`config.mk`:
```
export PLATFORM = sky130hd
export DESIGN_NAME = en_delay_line
export DESIGN_NICKNAME = d
export VERILOG_FILES = /design/src/rtl/en_delay_line_pkg.sv /design/src/rtl/dl_stage.sv /design/src/rtl/en_delay_line.sv
export SDC_FILE = /design/constraint.sdc
export NUM_CORES = 1
export LEC_CHECK = 0
export ABC_AREA = 1
export BUFFER_PORTS_ARGS = -buffer_cell sky130_fd_sc_hd__buf_2
export CORE_MARGIN = 2
export CORE_UTILIZATION = 40
export DETAILED_ROUTE_END_ITERATION = 6
export GPL_TIMING_DRIVEN = 0
export PLACE_DENSITY = 0.68
export SKIP_LAST_GASP = 1
export SLEW_MARGIN = 20
export SYNTH_ARGS = -nofsm -noshare
export SYNTH_HDL_FRONTEND = slang
export SYNTH_SLANG_ARGS = --single-unit
```
`constraint.sdc`:
```
create_clock -name clk -period 2.1 [get_ports clk]
set_input_delay 0.42 -clock clk [delete_from_list [all_inputs] [get_ports clk]]
set_output_delay 0.42 -clock clk [all_outputs]
set_load 0.005 [all_outputs]
```
`src/rtl/en_delay_line_pkg.sv`:
```
// Shared constants and helpers for the enabled delay line.
package en_delay_line_pkg;

    localparam int DEF_WIDTH = 8;
    localparam int DEF_DEPTH = 4;

    // Counter width able to hold 0..depth inclusive.
    function automatic int occ_w(input int depth);
        return $clog2(depth + 1);
    endfunction

endpackage

```
`src/rtl/dl_stage.sv`:
```
// One stage of the delay line: enabled data+valid register with sync reset and flush.
module dl_stage
    import en_delay_line_pkg::*;
#(
    parameter int               WIDTH     = DEF_WIDTH,
    parameter logic [WIDTH-1:0] RESET_VAL = '0
) (
    input  logic             clk,
    input  logic             reset,
    input  logic             flush,
    input  logic             enable,
    input  logic [WIDTH-1:0] d,
    input  logic             d_valid,
    output logic [WIDTH-1:0] q,
    output logic             q_valid
);

    always_ff @(posedge clk) begin
        if (reset || flush) begin
            q       <= RESET_VAL;
            q_valid <= 1'b0;
        end else if (enable) begin
            q       <= d;
            q_valid <= d_valid;
        end
    end

endmodule

```
`src/rtl/en_delay_line.sv`:
```
// Stallable WIDTH x DEPTH delay line with per-stage valid and registered occupancy.
// Define EN_DELAY_LINE_SVA_EN to compile the embedded assertions and covers.
module en_delay_line
    import en_delay_line_pkg::*;
#(
    parameter int               WIDTH     = DEF_WIDTH,
    parameter int               DEPTH     = DEF_DEPTH,
    parameter logic [WIDTH-1:0] RESET_VAL = '0
) (
    input  logic                     clk,
    input  logic                     reset,
    input  logic                     enable,
    input  logic                     flush,
    input  logic [WIDTH-1:0]         d,
    input  logic                     d_valid,
    output logic [WIDTH-1:0]         q,
    output logic                     q_valid,
    output logic [WIDTH*DEPTH-1:0]   taps,
    output logic [DEPTH-1:0]         tap_valid,
    output logic [occ_w(DEPTH)-1:0]  occupancy,
    output logic                     full,
    output logic                     empty
);

    localparam int OW = occ_w(DEPTH);

    typedef struct packed {
        logic [WIDTH-1:0] data;
        logic             valid;
    } stage_t;

    stage_t               head;
    stage_t [DEPTH-1:0]   stg;
    logic   [DEPTH:0]     vld_pipe;

    assign head = '{data: d, valid: d_valid};

    for (genvar i = 0; i < DEPTH; i++) begin : g_stage
        stage_t src;
        if (i == 0) begin : g_head
            assign src = head;
        end else begin : g_link
            assign src = stg[i-1];
        end

        dl_stage #(
            .WIDTH     (WIDTH),
            .RESET_VAL (RESET_VAL)
        ) u_stage (
            .clk     (clk),
            .reset   (reset),
            .flush   (flush),
            .enable  (enable),
            .d       (src.data),
            .d_valid (src.valid),
            .q       (stg[i].data),
            .q_valid (stg[i].valid)
        );

        assign taps[i*WIDTH +: WIDTH] = stg[i].data;
        assign tap_valid[i]           = stg[i].valid;
    end

    // vld_pipe[0] is the entering valid, vld_pipe[DEPTH] the one leaving on shift.
    assign vld_pipe = {tap_valid, d_valid};

    always_ff @(posedge clk) begin
        if (reset || flush)
            occupancy <= '0;
        else if (enable)
            occupancy <= occupancy + OW'(vld_pipe[0]) - OW'(vld_pipe[DEPTH]);
    end

    assign q       = stg[DEPTH-1].data;
    assign q_valid = stg[DEPTH-1].valid;
    assign full    = (occupancy == OW'(DEPTH));
    assign empty   = (occupancy == '0);

`ifdef EN_DELAY_LINE_SVA_EN
    logic adv;
    assign adv = enable & !reset & !flush;

    a_reset: assert property (@(posedge clk)
        reset |=> (!q_valid && occupancy == '0 && q == RESET_VAL));
    a_flush: assert property (@(posedge clk) flush |=> empty);
    a_hold:  assert property (@(posedge clk)
        (!enable & !reset & !flush) |=> ($stable(taps) && $stable(tap_valid)));
    a_occ:   assert property (@(posedge clk) disable iff (reset)
        occupancy == OW'($countones(tap_valid)));
    a_range: assert property (@(posedge clk) disable iff (reset)
        occupancy <= OW'(DEPTH));

    for (genvar i = 0; i < DEPTH; i++) begin : g_sva
        if (i == 0) begin : g_first
            a_shift: assert property (@(posedge clk) adv |=> stg[0] === $past(head));
        end else begin : g_rest
            a_shift: assert property (@(posedge clk) adv |=> stg[i] === $past(stg[i-1]));
        end
    end

    // A valid bit can only reach the output after DEPTH enabled shifts.
    c_full:         cover property (@(posedge clk) disable iff (reset) full);
    c_enable:       cover property (@(posedge clk) disable iff (reset) $rose(q_valid));
    c_flush_enable: cover property (@(posedge clk) flush && enable);
`endif

endmodule
```
* After elaboration in Yosys (flattened, before gate mapping) *
Index checks and enable logic that the tools add are counted.

cells by class
  add/subtract/negate cells = 2
  eq/ne operators = 1
  reduce and logical (&&, ||, !) cells = 2

operators by type and width
  cell                                         count
  3-bit by 1-bit adder with 3-bit output       1
  3-bit == test, second input constant         1
  3-bit zero test                              1
  3-bit by 1-bit subtractor with 3-bit output  1
  1-bit logical OR                             1

word-level totals
  register bits = 39
  bits of input ports = 13
  output and inout bits = 50
  logic and storage cells = 14

* Logic depth before layout (Yosys ltp) *
Gate-level depths: netlist of run 1.

  depth after elaboration = 2
  gate-level depth with buffers = 11

* Hierarchy *
From an unflattened synthesis of run 1, not the netlist that was laid out.

second synthesis, totals
  cells, all modules = 265
  area, all modules = 2001.9 sq um

modules (own cells, without submodules)
  module         times used  cells an instance  area each (sq um)
  dl_stage       4           57                 432.9
  en_delay_line  1           37                 270.3

* Worst setup path after synthesis of run 1 *
No wires, ideal clock.

  kind = reg-to-reg
  from = reg occupancy[0]
  to = reg occupancy[2]
  library setup time = 0.064 ns
  arrival = 1.617 ns
  data required time = 2.036 ns
  slack = 0.419 ns
  stages on the path, launching flop included = 12
  buffers on the path = 0
  period minus slack after synthesis = 1.681 ns
  cell sequence = dfxtp_1 -> inv_1 -> ha_1 -> inv_1 -> ha_1 -> inv_1 -> fa_1 -> nand2_1 -> nand2_1 -> nor2_1 -> nor2_1 -> nor2_1

between the ends
  word-level cells in the longest chain between the ends = 2

RTL lines
  item                                         RTL line             RTL
  start: declaration                           en_delay_line.sv:20  output logic [occ_w(DEPTH)-1:0] occupancy,
  start signal: assignment                     en_delay_line.sv:71  occupancy <= occupancy + OW'(vld_pipe[0]) - OW'(vld_pipe[DEPTH]);
  3-bit by 1-bit adder with 3-bit output       en_delay_line.sv:71
  3-bit by 1-bit subtractor with 3-bit output  en_delay_line.sv:71

No other way between the ends.
A chain may end at the register's enable or synchronous reset.

* Worst setup path after layout of run 1 *
Same ends and word-level chain as after synthesis.

==> results of run 1 <==
[metrics by stage]
step / utilization / hold slack [ns]
6_report: 0.542 / 0.342
5_1_grt: 0.542 / 0.344
2_1_floorplan: - / 0.472
4_1_cts: 0.542 / 0.340
3_5_place_dp: 0.519 / 0.481
3_3_place_gp: 0.519 / 0.481
[worst reg2reg max path: cells and delay by family (launching register included)]
kind          cells  cell delay [ns]
fa+ha+maj         3             0.80
flops             1             0.38
simple gates      5             0.37
buf+inv           3             0.18
[routing by layer]
layer,GRT usage,routed length (um)
met4,0.0689,62
met1,0.210,1640
met5,0,0
met2,0.286,1670
met3,0.0528,200
[area by class of cell]
class	instances	area, sq um
clock inverter	2	12.5
fill	380	1700
clock buffer	6	72.6
buffer	24	180
sequential	39	781
tap	48	60.1
timing repair buffer	62	310
multi-input combinational	127	574
inverter	6	22.5
[worst min path at each step]
stage,startpoint,endpoint,slack (ns)
after floorplan,g_stage[0].u_stage.q_valid$_SDFFE_PP0P_,g_stage[1].u_stage.q_valid$_SDFFE_PP0P_,0.47
after global placement,g_stage[3].u_stage.q[0]$_SDFFE_PP0P_,g_stage[3].u_stage.q[0]$_SDFFE_PP0P_,0.48
after detailed placement,g_stage[3].u_stage.q[0]$_SDFFE_PP0P_,g_stage[3].u_stage.q[0]$_SDFFE_PP0P_,0.48
after CTS,d[1],g_stage[0].u_stage.q[1]$_SDFFE_PP0P_,0.34
after global routing,d[1],g_stage[0].u_stage.q[1]$_SDFFE_PP0P_,0.34
final,d[1],g_stage[0].u_stage.q[1]$_SDFFE_PP0P_,0.34
[sequential cells by signal, indices dropped and copies added (netlist names)]
name                     count
occupancy                    3
g_stage.u_stage.q_valid      4
g_stage.u_stage.q           32
[where the power goes]
part | internal (uW) | switching [uW]
registers | 766 | 20.7
clock network | 232 | 267
logic | 80.4 | 88.5
total | 1080 | 376
[cells by family after synthesis]
logic type	count (synthesis)
adder cells (fa/ha/maj)	3
flip-flops	39
AND/OR/NAND/NOR	84
buffers and inverters	30
AO/OA/AOI/OAI	40
[placed cells by master, fill, tap and decap left out]
master      instances
a21oi_1             1
a21oi_2             1
buf_2              68
buf_4              14
buf_6               4
clkbuf_1            1
clkbuf_8            5
clkinv_2            1
clkinvlp_4          1
dfxtp_1            39
fa_1                1
ha_1                2
inv_1               5
inv_2               1
nand2_1             4
nand4_1             1
nor2_1             76
nor2_2              1
nor3_1              1
nor3b_1             1
o21ai_0            23
o21ai_1            15
==> flow_summary.yaml, run 1 <==
sta:
  rsz0062_at_grt: "false"
  tightest_slew_ns: 0.282
  slew_viol_final: 0
  post-route-min-period_ns: 1.78
  fin_skew_ns: 0.00701
  finalSetupViolations: 0
  worst_slack_ns: 0.320
  hold_viol: 0
  slew_headroom: 0.811
  finalCritPeriodShare: 0.848
  fin_tns_setup_ns: 0
  fmax_mhz: 562
logic_synthesis:
  synth-seq-area-share: 0.501
  yosysTopAreaCellShare: 0.501
  async_flop_share: 0
  synth_flop_cell: "dfxtp_1"
  synthAdderAreaFrac: 0.0289
  synth_edf_count: 0
  synthSimpleGateAreaFrac: 0.209
  ys_ff_latch: 39
  synthCells: 196
  synthMuxAreaShare: 0
  yosysUniqueCellTypes: 18
  synth_xor_area_frac: 0
  synth_top_area_cell: "dfxtp_1"
  synth_most_common_cell: "nor2_1"
  yosys_warnings: 0
  synth_compound_area_frac: 0.131
  ys_top_cells_by_area: "dfxtp_1, nor2_1, o21ai_0"
  synth_top_family_by_area: "simple AND/OR/NAND/NOR gates"
  syn-num-nets: 212
  avgSynthCellArea_sq_um: 7.95
  syn_area_sq_mm: 0.00156
  ys_top_cells_by_count: "nor2_1, dfxtp_1, o21ai_0"
global_route:
  gr-total-overflow: 0
  grt_pass1_vias: 1224
  track_usage: 0.174
  antenna_found_initial: 0
  grt_pass1_wl_mm: 5.69
  grt_max_degree: 13
job:
  drv_cap: 0
clocking:
  clock-sinks: 39
  cts_tree: "done"
  cts_resized: 0
  hold_buffers: 0
  htree_levels: 2
  cts_buffer_depth: 2
  clockRootBuffer: "clkbuf_8"
  cts_made_buffers: 5
  clk_latency_ns: 0.29
  clk_pin_slew_ns: 0.08
  cts_setup_buffers: 0
placed_design:
  io_buffers: 62
  placedCellCount: 306
  gp_congestion: 0.810
  place_ws_ns: 0.333
  placed_area_sq_mm: 0.00193
  hpwlAfterDp_mm: 2.52
floorplanning:
  coreArea_sq_mm: 0.00372
  start_util: 0.419
  die_area_sq_mm: 0.00441
  die_h_um: 66.4
  io_pins: 63
  row_count: 22
  die-width_um: 66.4
final_layout:
  post_layout_nonfiller_instances: 314
  drive_gt1_frac: 0.361
  syn_to_final_growth_pct: 29.2
  nets: 281
  design_area_sq_mm: 0.00201
  diodes: 0
worst_setup_path:
  cp_data_required_time_ns: 2.34
  r2r_end: "occupancy[2]$_SDFFE_PP0P_"
  crit_fanout: 4
  cp-startpoint: "occupancy[0]$_SDFFE_PP0P_"
  end_kind: "flop"
  crit_chain: "inv_1 > ha_1 > inv_1 > ha_1 > inv_1 > fa_1 > nand2_1 > nand2_1 > nor2_1 > nor2_1 > nor2_1"
  cp.depth: 11
  path_delay_family: "adder cells"
  cp-start-kind: "flop"
  crit_type: "flop to flop"
  worst_path_max_delay_cell: "fa_1"
  crit_end: "occupancy[2]$_SDFFE_PP0P_"
  critical_path_arrival_ns: 2.02
  cp_num_buf_inv: 3
  reg2reg_depth: 11
  regToRegSetupSlack_ns: 0.32
  cp_slowest_stage_delay_ns: 0.40
  reg2reg_from: "occupancy[0]$_SDFFE_PP0P_"
routing:
  ant_nets: 0
  drt-initial-drc-count: 51
  dr.pass1.iters: 4
  routed-via-count: 1427
  wl_per_cell_um: 11.4
  routed_wl_mm: 3.57
  drt-vias-per-instance: 4.54
  drc: 0
power:
  vdd_ir_drop_max_uv: 524
  power-per-cell-area_mw_per_mm2: 723
  finalPower_uw: 1450
  p_leak_uw: 0.00105
min_path:
  hold_depth: 3
  holdCritPathClass: "input pin to flop"
status:
  outcome: "complete, no violations"
Note: power is estimated with default switching activity, not from simulation.
==> run 2: changes to the inputs <==
Settings changed: PLACE_DENSITY 0.68 to 0.71.
Clock period 2.1 ns to 1.55 ns, I/O delays scaled along.
==> run 2 against run 1 <==
Effect of this change: the flow now finishes with violations (negative setup slack); non-clock buffer count increased by 3; worst setup slack worse by 0.32 ns; worst hold slack got worse by 0.11 ns.
==> flow_summary.yaml, run 2 (synthesis results as in run 1) <==
final_layout:
  top_register: "g_stage.u_stage.q"
  syn_to_final_growth_pct: 36.2
  nets: 284
  post_layout_nonfiller_instances: 317
  diodes: 0
  largestRegisters: "g_stage.u_stage.q: 32 flops, g_stage.u_stage.q_valid: 4 flops, occupancy: 3 flops"
  drive_gt1_frac: 0.405
  regArea_sq_um: 786
  multi_input_area_sq_um: 608
  final_common_cell: "nor2_1"
  mostFrequentLayoutCells: "nor2_1, buf_2, dfxtp_1"
  nFillCells: 350
  largest_reg_flops: 32
sta:
  slew_viol_final: 0
  worst_slack_ns: -0.00276
  rsz0062_at_grt: "true"
  fin_skew_ns: 0.00547
  finalSetupViolations: 1
  post-route-min-period_ns: 1.55
  fmax_mhz: 644
  tightest_slew_ns: 0.319
  hold_slack_ns: 0.236
  slew_headroom: 0.787
  finalCritPeriodShare: 1.00
  hold_viol: 0
clocking:
  clk_pin_slew_ns: 0.07
  cts_buffer_depth: 2
  clk_latency_ns: 0.29
  clockRootBuffer: "clkbuf_8"
  htree_levels: 2
  cts_tree: "done"
  clock-sinks: 39
  cts_made_buffers: 5
  hold_buffers: 0
routing:
  dr.pass1.iters: 4
  routed_wl_mm: 3.61
  routed-via-count: 1435
  drc: 0
  drt-initial-drc-count: 52
  drt-vias-per-instance: 4.53
  wl_per_cell_um: 11.4
  ant_nets: 0
placed_design:
  io_buffers: 62
  hpwlAfterDp_mm: 2.51
  placedCellCount: 306
  gp_congestion: 0.795
worst_setup_path:
  cp_slowest_stage_delay_ns: 0.36
  cp_data_required_time_ns: 1.78
  crit_fanout: 3
  crit_type: "flop to flop"
  cp-start-kind: "flop"
  end_kind: "flop"
  worst_path_max_delay_cell: "fa_2"
  crit_chain: "ha_4 > inv_2 > ha_4 > inv_2 > fa_2 > nand2_2 > nand2_1 > nor2_1 > nor2_1 > nor2_1"
  critPathMostFrequentCell: "nor2_1"
  critical_path_arrival_ns: 1.79
floorplanning:
  die_h_um: 66.4
  io_pins: 63
  die_area_sq_mm: 0.00441
  row_count: 22
  start_util: 0.419
  coreArea_sq_mm: 0.00372
  die-width_um: 66.4
global_route:
  grt_pass1_vias: 1259
  grt_max_degree: 13
  gr-total-overflow: 0
  antenna_found_initial: 0
  track_usage: 0.175
  grt_pass1_wl_mm: 5.71
status:
  violations: "negative setup slack"
  outcome: "finished, violations left"
power:
  finalPower_uw: 2300
  power-per-cell-area_mw_per_mm2: 1080
  vdd_ir_drop_max_uv: 599
  p_leak_uw: 0.00109
job:
  drv_cap: 0
min_path:
  holdCritPathClass: "input pin to flop"
==> run 2: cell count changes in the layout (fill, tap and decap cells not counted), moves of 2 or more <==
cell       change
buf_4          +3
bufinv_16      +2
dfxtp_1        -2
ha_1           -2
ha_4           +2
inv_1          -3
inv_2          +3
==> run 2: what timing repair did <==
action,in CTS,in global routing
endpoints found under the setup margin,2,2
gates resized for setup,2,1
pin swaps,3,0
buffers inserted,3,0
cloned,0,0
==> run 2: final timing paths <==
| check | start | end | slack [ns] | cells past startpoint |
|---|---|---|---|---|
| hold reg to reg | g_stage[3].u_stage.q[0]$_SDFFE_PP0P_ | g_stage[3].u_stage.q[0]$_SDFFE_PP0P_ | 0.49 | 2 |
| hold / removal | d[4] | g_stage[0].u_stage.q[4]$_SDFFE_PP0P_ | 0.24 | 3 |
| setup reg to reg | g_stage[3].u_stage.q_valid$_SDFFE_PP0P_ | occupancy[2]$_SDFFE_PP0P_ | -0.003 | 10 |
| setup / recovery | g_stage[3].u_stage.q_valid$_SDFFE_PP0P_ | occupancy[2]$_SDFFE_PP0P_ | -0.003 | 10 |
==> run 2: critical path, delay by kind of cell (launching register included) <==
kind                     cells  cell delay [ns]
AND/OR/NAND/NOR              5             0.33
adder cells (fa/ha/maj)      3             0.71
buffers and inverters        2             0.09
flip-flops                   1             0.35
==> run 2: final cells by class <==
type,instances,area share
plain buffers,24,0.0849
repair buffers,65,0.157
clock buffers,6,0.0342
flip-flops and latches,39,0.370
multi-input cells,127,0.287
inverters,6,0.0106
well taps,48,0.0283
clock inverters,2,0.0283
==> run 2: metal layers <==
layer  GRT usage  share of wire  vias up
met5           0              0        -
met4      0.0893          0.026        0
met3      0.0596          0.058        9
met2       0.273           0.45       38
met1       0.212           0.46      634
li1            -              -      754
==> run 2: metrics by stage <==
stage          worst slack, ns   util  area [sq um]  setup TNS, ns
2_1_floorplan          0.00185      -          1590              0
3_3_place_gp           -0.0418  0.527          1960        -0.0418
3_5_place_dp           -0.0713  0.527          1960        -0.0713
4_1_cts               -0.00237  0.570          2120       -0.00237
5_1_grt                -0.0930  0.571          2120        -0.0930
6_report              -0.00276  0.571          2120       -0.00276
==> run 2: power by group <==
part	internal (uW)	total (uW)	switching (uW)
Sequential	1040	1070	28.4
Clock	643	987	344
Combinational	119	246	127
==> run 3: changes to the inputs <==
Settings changed: CORE_MARGIN 2 to default.
==> run 3 against run 2 <==
Effect of this change: the run still ends with negative setup slack left; critical path type unchanged; critical path depth did not move; final area fell by 2.3%; core utilization fell by 0.90 points; maximum frequency barely moved; critical endpoint unchanged; cell count did not move; first-iteration DRC count rose by 79%.
==> flow_summary.yaml, run 3 (synthesis results as in run 1) <==
routing:
  routed-via-count: 1467
  drt-initial-drc-count: 93
  routed_wl_mm: 3.62
  wl_per_cell_um: 11.4
  drt-vias-per-instance: 4.63
  dr.pass1.iters: 4
  drc: 0
  ant_nets: 0
sta:
  finalSetupViolations: 1
  hold_slack_ns: 0.236
  fmax_mhz: 644
  post-route-min-period_ns: 1.55
  tightest_slew_ns: 0.312
  slew_viol_final: 0
  hold_viol: 0
  finalCritPeriodShare: 1.00
  worst_slack_ns: -0.00191
  rsz0062_at_grt: "true"
  fin_skew_ns: 0.00341
  slew_headroom: 0.792
global_route:
  grtUsageMet1: 0.252
  grt_busiest_layer: "met2"
  use_met3: 0.0554
  gr-total-overflow: 0
  grt_use_met2: 0.292
  grt_max_degree: 13
  track_usage: 0.192
  antenna_found_initial: 0
  grt_pass1_wl_mm: 6.01
  grt_pass1_vias: 1291
floorplanning:
  die-width_um: 64.4
  row_count: 22
  die_h_um: 64.4
  coreArea_sq_mm: 0.00369
  die_area_sq_mm: 0.00415
  io_pins: 63
  start_util: 0.422
final_layout:
  nets: 284
  nFillCells: 392
  mostFrequentLayoutCells: "nor2_1, buf_2, dfxtp_1"
  final_common_cell: "nor2_1"
  drive_gt1_frac: 0.405
  largestRegisters: "g_stage.u_stage.q: 32 flops, g_stage.u_stage.q_valid: 4 flops, occupancy: 3 flops"
  top_register: "g_stage.u_stage.q"
  largest_reg_flops: 32
  syn_to_final_growth_pct: 33.1
  diodes: 0
worst_setup_path:
  cp-start-kind: "flop"
  cp_data_required_time_ns: 1.79
  cp-startpoint: "g_stage[3].u_stage.q_valid$_SDFFE_PP0P_"
  crit_type: "flop to flop"
  crit_fanout: 3
  reg2reg_from: "g_stage[3].u_stage.q_valid$_SDFFE_PP0P_"
  critical_path_arrival_ns: 1.79
  end_kind: "flop"
clocking:
  clk_pin_slew_ns: 0.07
  cts_tree: "done"
  clockRootBuffer: "clkbuf_8"
  cts_made_buffers: 5
  hold_buffers: 0
  cts_buffer_depth: 2
  htree_levels: 2
  clock-sinks: 39
  clk_latency_ns: 0.29
placed_design:
  hpwlAfterDp_mm: 2.47
  io_buffers: 62
  place_ws_ns: -0.0710
  gp_congestion: 0.741
power:
  power-per-cell-area_mw_per_mm2: 958
  finalPower_uw: 1990
  p_leak_uw: 0.00107
  vdd_ir_drop_max_uv: 670
job:
  drv_cap: 0
status:
  outcome: "finished, violations left"
  violations: "negative setup slack"
min_path:
  hold_start: "d[2]"
  holdCritPathClass: "input pin to flop"
## run 3: changes by cell type in the layout (fill, tap and decap cells not counted), sizes merged
cell,previous run,this run
bufinv,2,0
clkinv,0,1
clkinvlp,0,1
## run 3: layer usage
| layer | up-vias | part of all wire |
|---|---|---|
| met5 | - | 0 |
| met4 | 0 | 0.012 |
| met3 | 4 | 0.065 |
| met2 | 53 | 0.46 |
| met1 | 655 | 0.47 |
| li1 | 755 | - |
## run 3: where the power goes
part	total, uW	internal (uW)	switching (uW)
Combinational	244	118	126
Clock	676	314	362
Sequential	1070	1040	28.8
Total	1990	1470	517
## run 3: worst paths after layout
| path | end | slack (ns) | depth (start not counted) |
|---|---|---|---|
| worst min register to register | g_stage[1].u_stage.q[7]$_SDFFE_PP0P_ | 0.50 | 2 |
| worst max-delay path | occupancy[2]$_SDFFE_PP0P_ | -0.002 | 10 |
| worst min-delay path | g_stage[0].u_stage.q[2]$_SDFFE_PP0P_ | 0.24 | 3 |
| worst max register to register | occupancy[2]$_SDFFE_PP0P_ | -0.002 | 10 |
## run 3: repair_timing
item,in CTS,in global routing
pin swaps,3,0
resized for setup,2,1
buffers inserted,3,0
endpoints found under the setup margin,1,1
## run 3: stage by stage
step | util | cells | TNS (ns) | cell area [sq um]
after CTS | 0.561 | 317 | -0.00142 | 2070
final | 0.562 | 317 | -0.00191 | 2070
after global routing | 0.562 | 317 | -0.101 | 2070
after detailed placement | 0.531 | 306 | -0.0710 | 1960
after floorplan | - | 196 | 0 | 1590
after global placement | 0.531 | 306 | -0.0386 | 1960
## run 3: area by class of cell
type                       instances  area, sq um  area share
timing repair buffer              65          333       0.161
sequential                        39          786       0.379
clock buffer                       6         72.6      0.0350
multi-input combinational        127          607       0.293
buffer                            24          180      0.0869
tap                               48         60.1      0.0290
inverter                           6         22.5      0.0109
clock inverter                     2         12.5     0.00603
## run 3: worst max-delay path: stages (launching register included)
cell	delay (ns)
dfxtp_4	0.36
ha_4	0.23
inv_2	0.06
ha_4	0.12
inv_2	0.03
fa_2	0.35
nand2_2	0.09
nand2_1	0.07
nor2_2	0.08
nor2_1	0.04
nor2_1	0.07
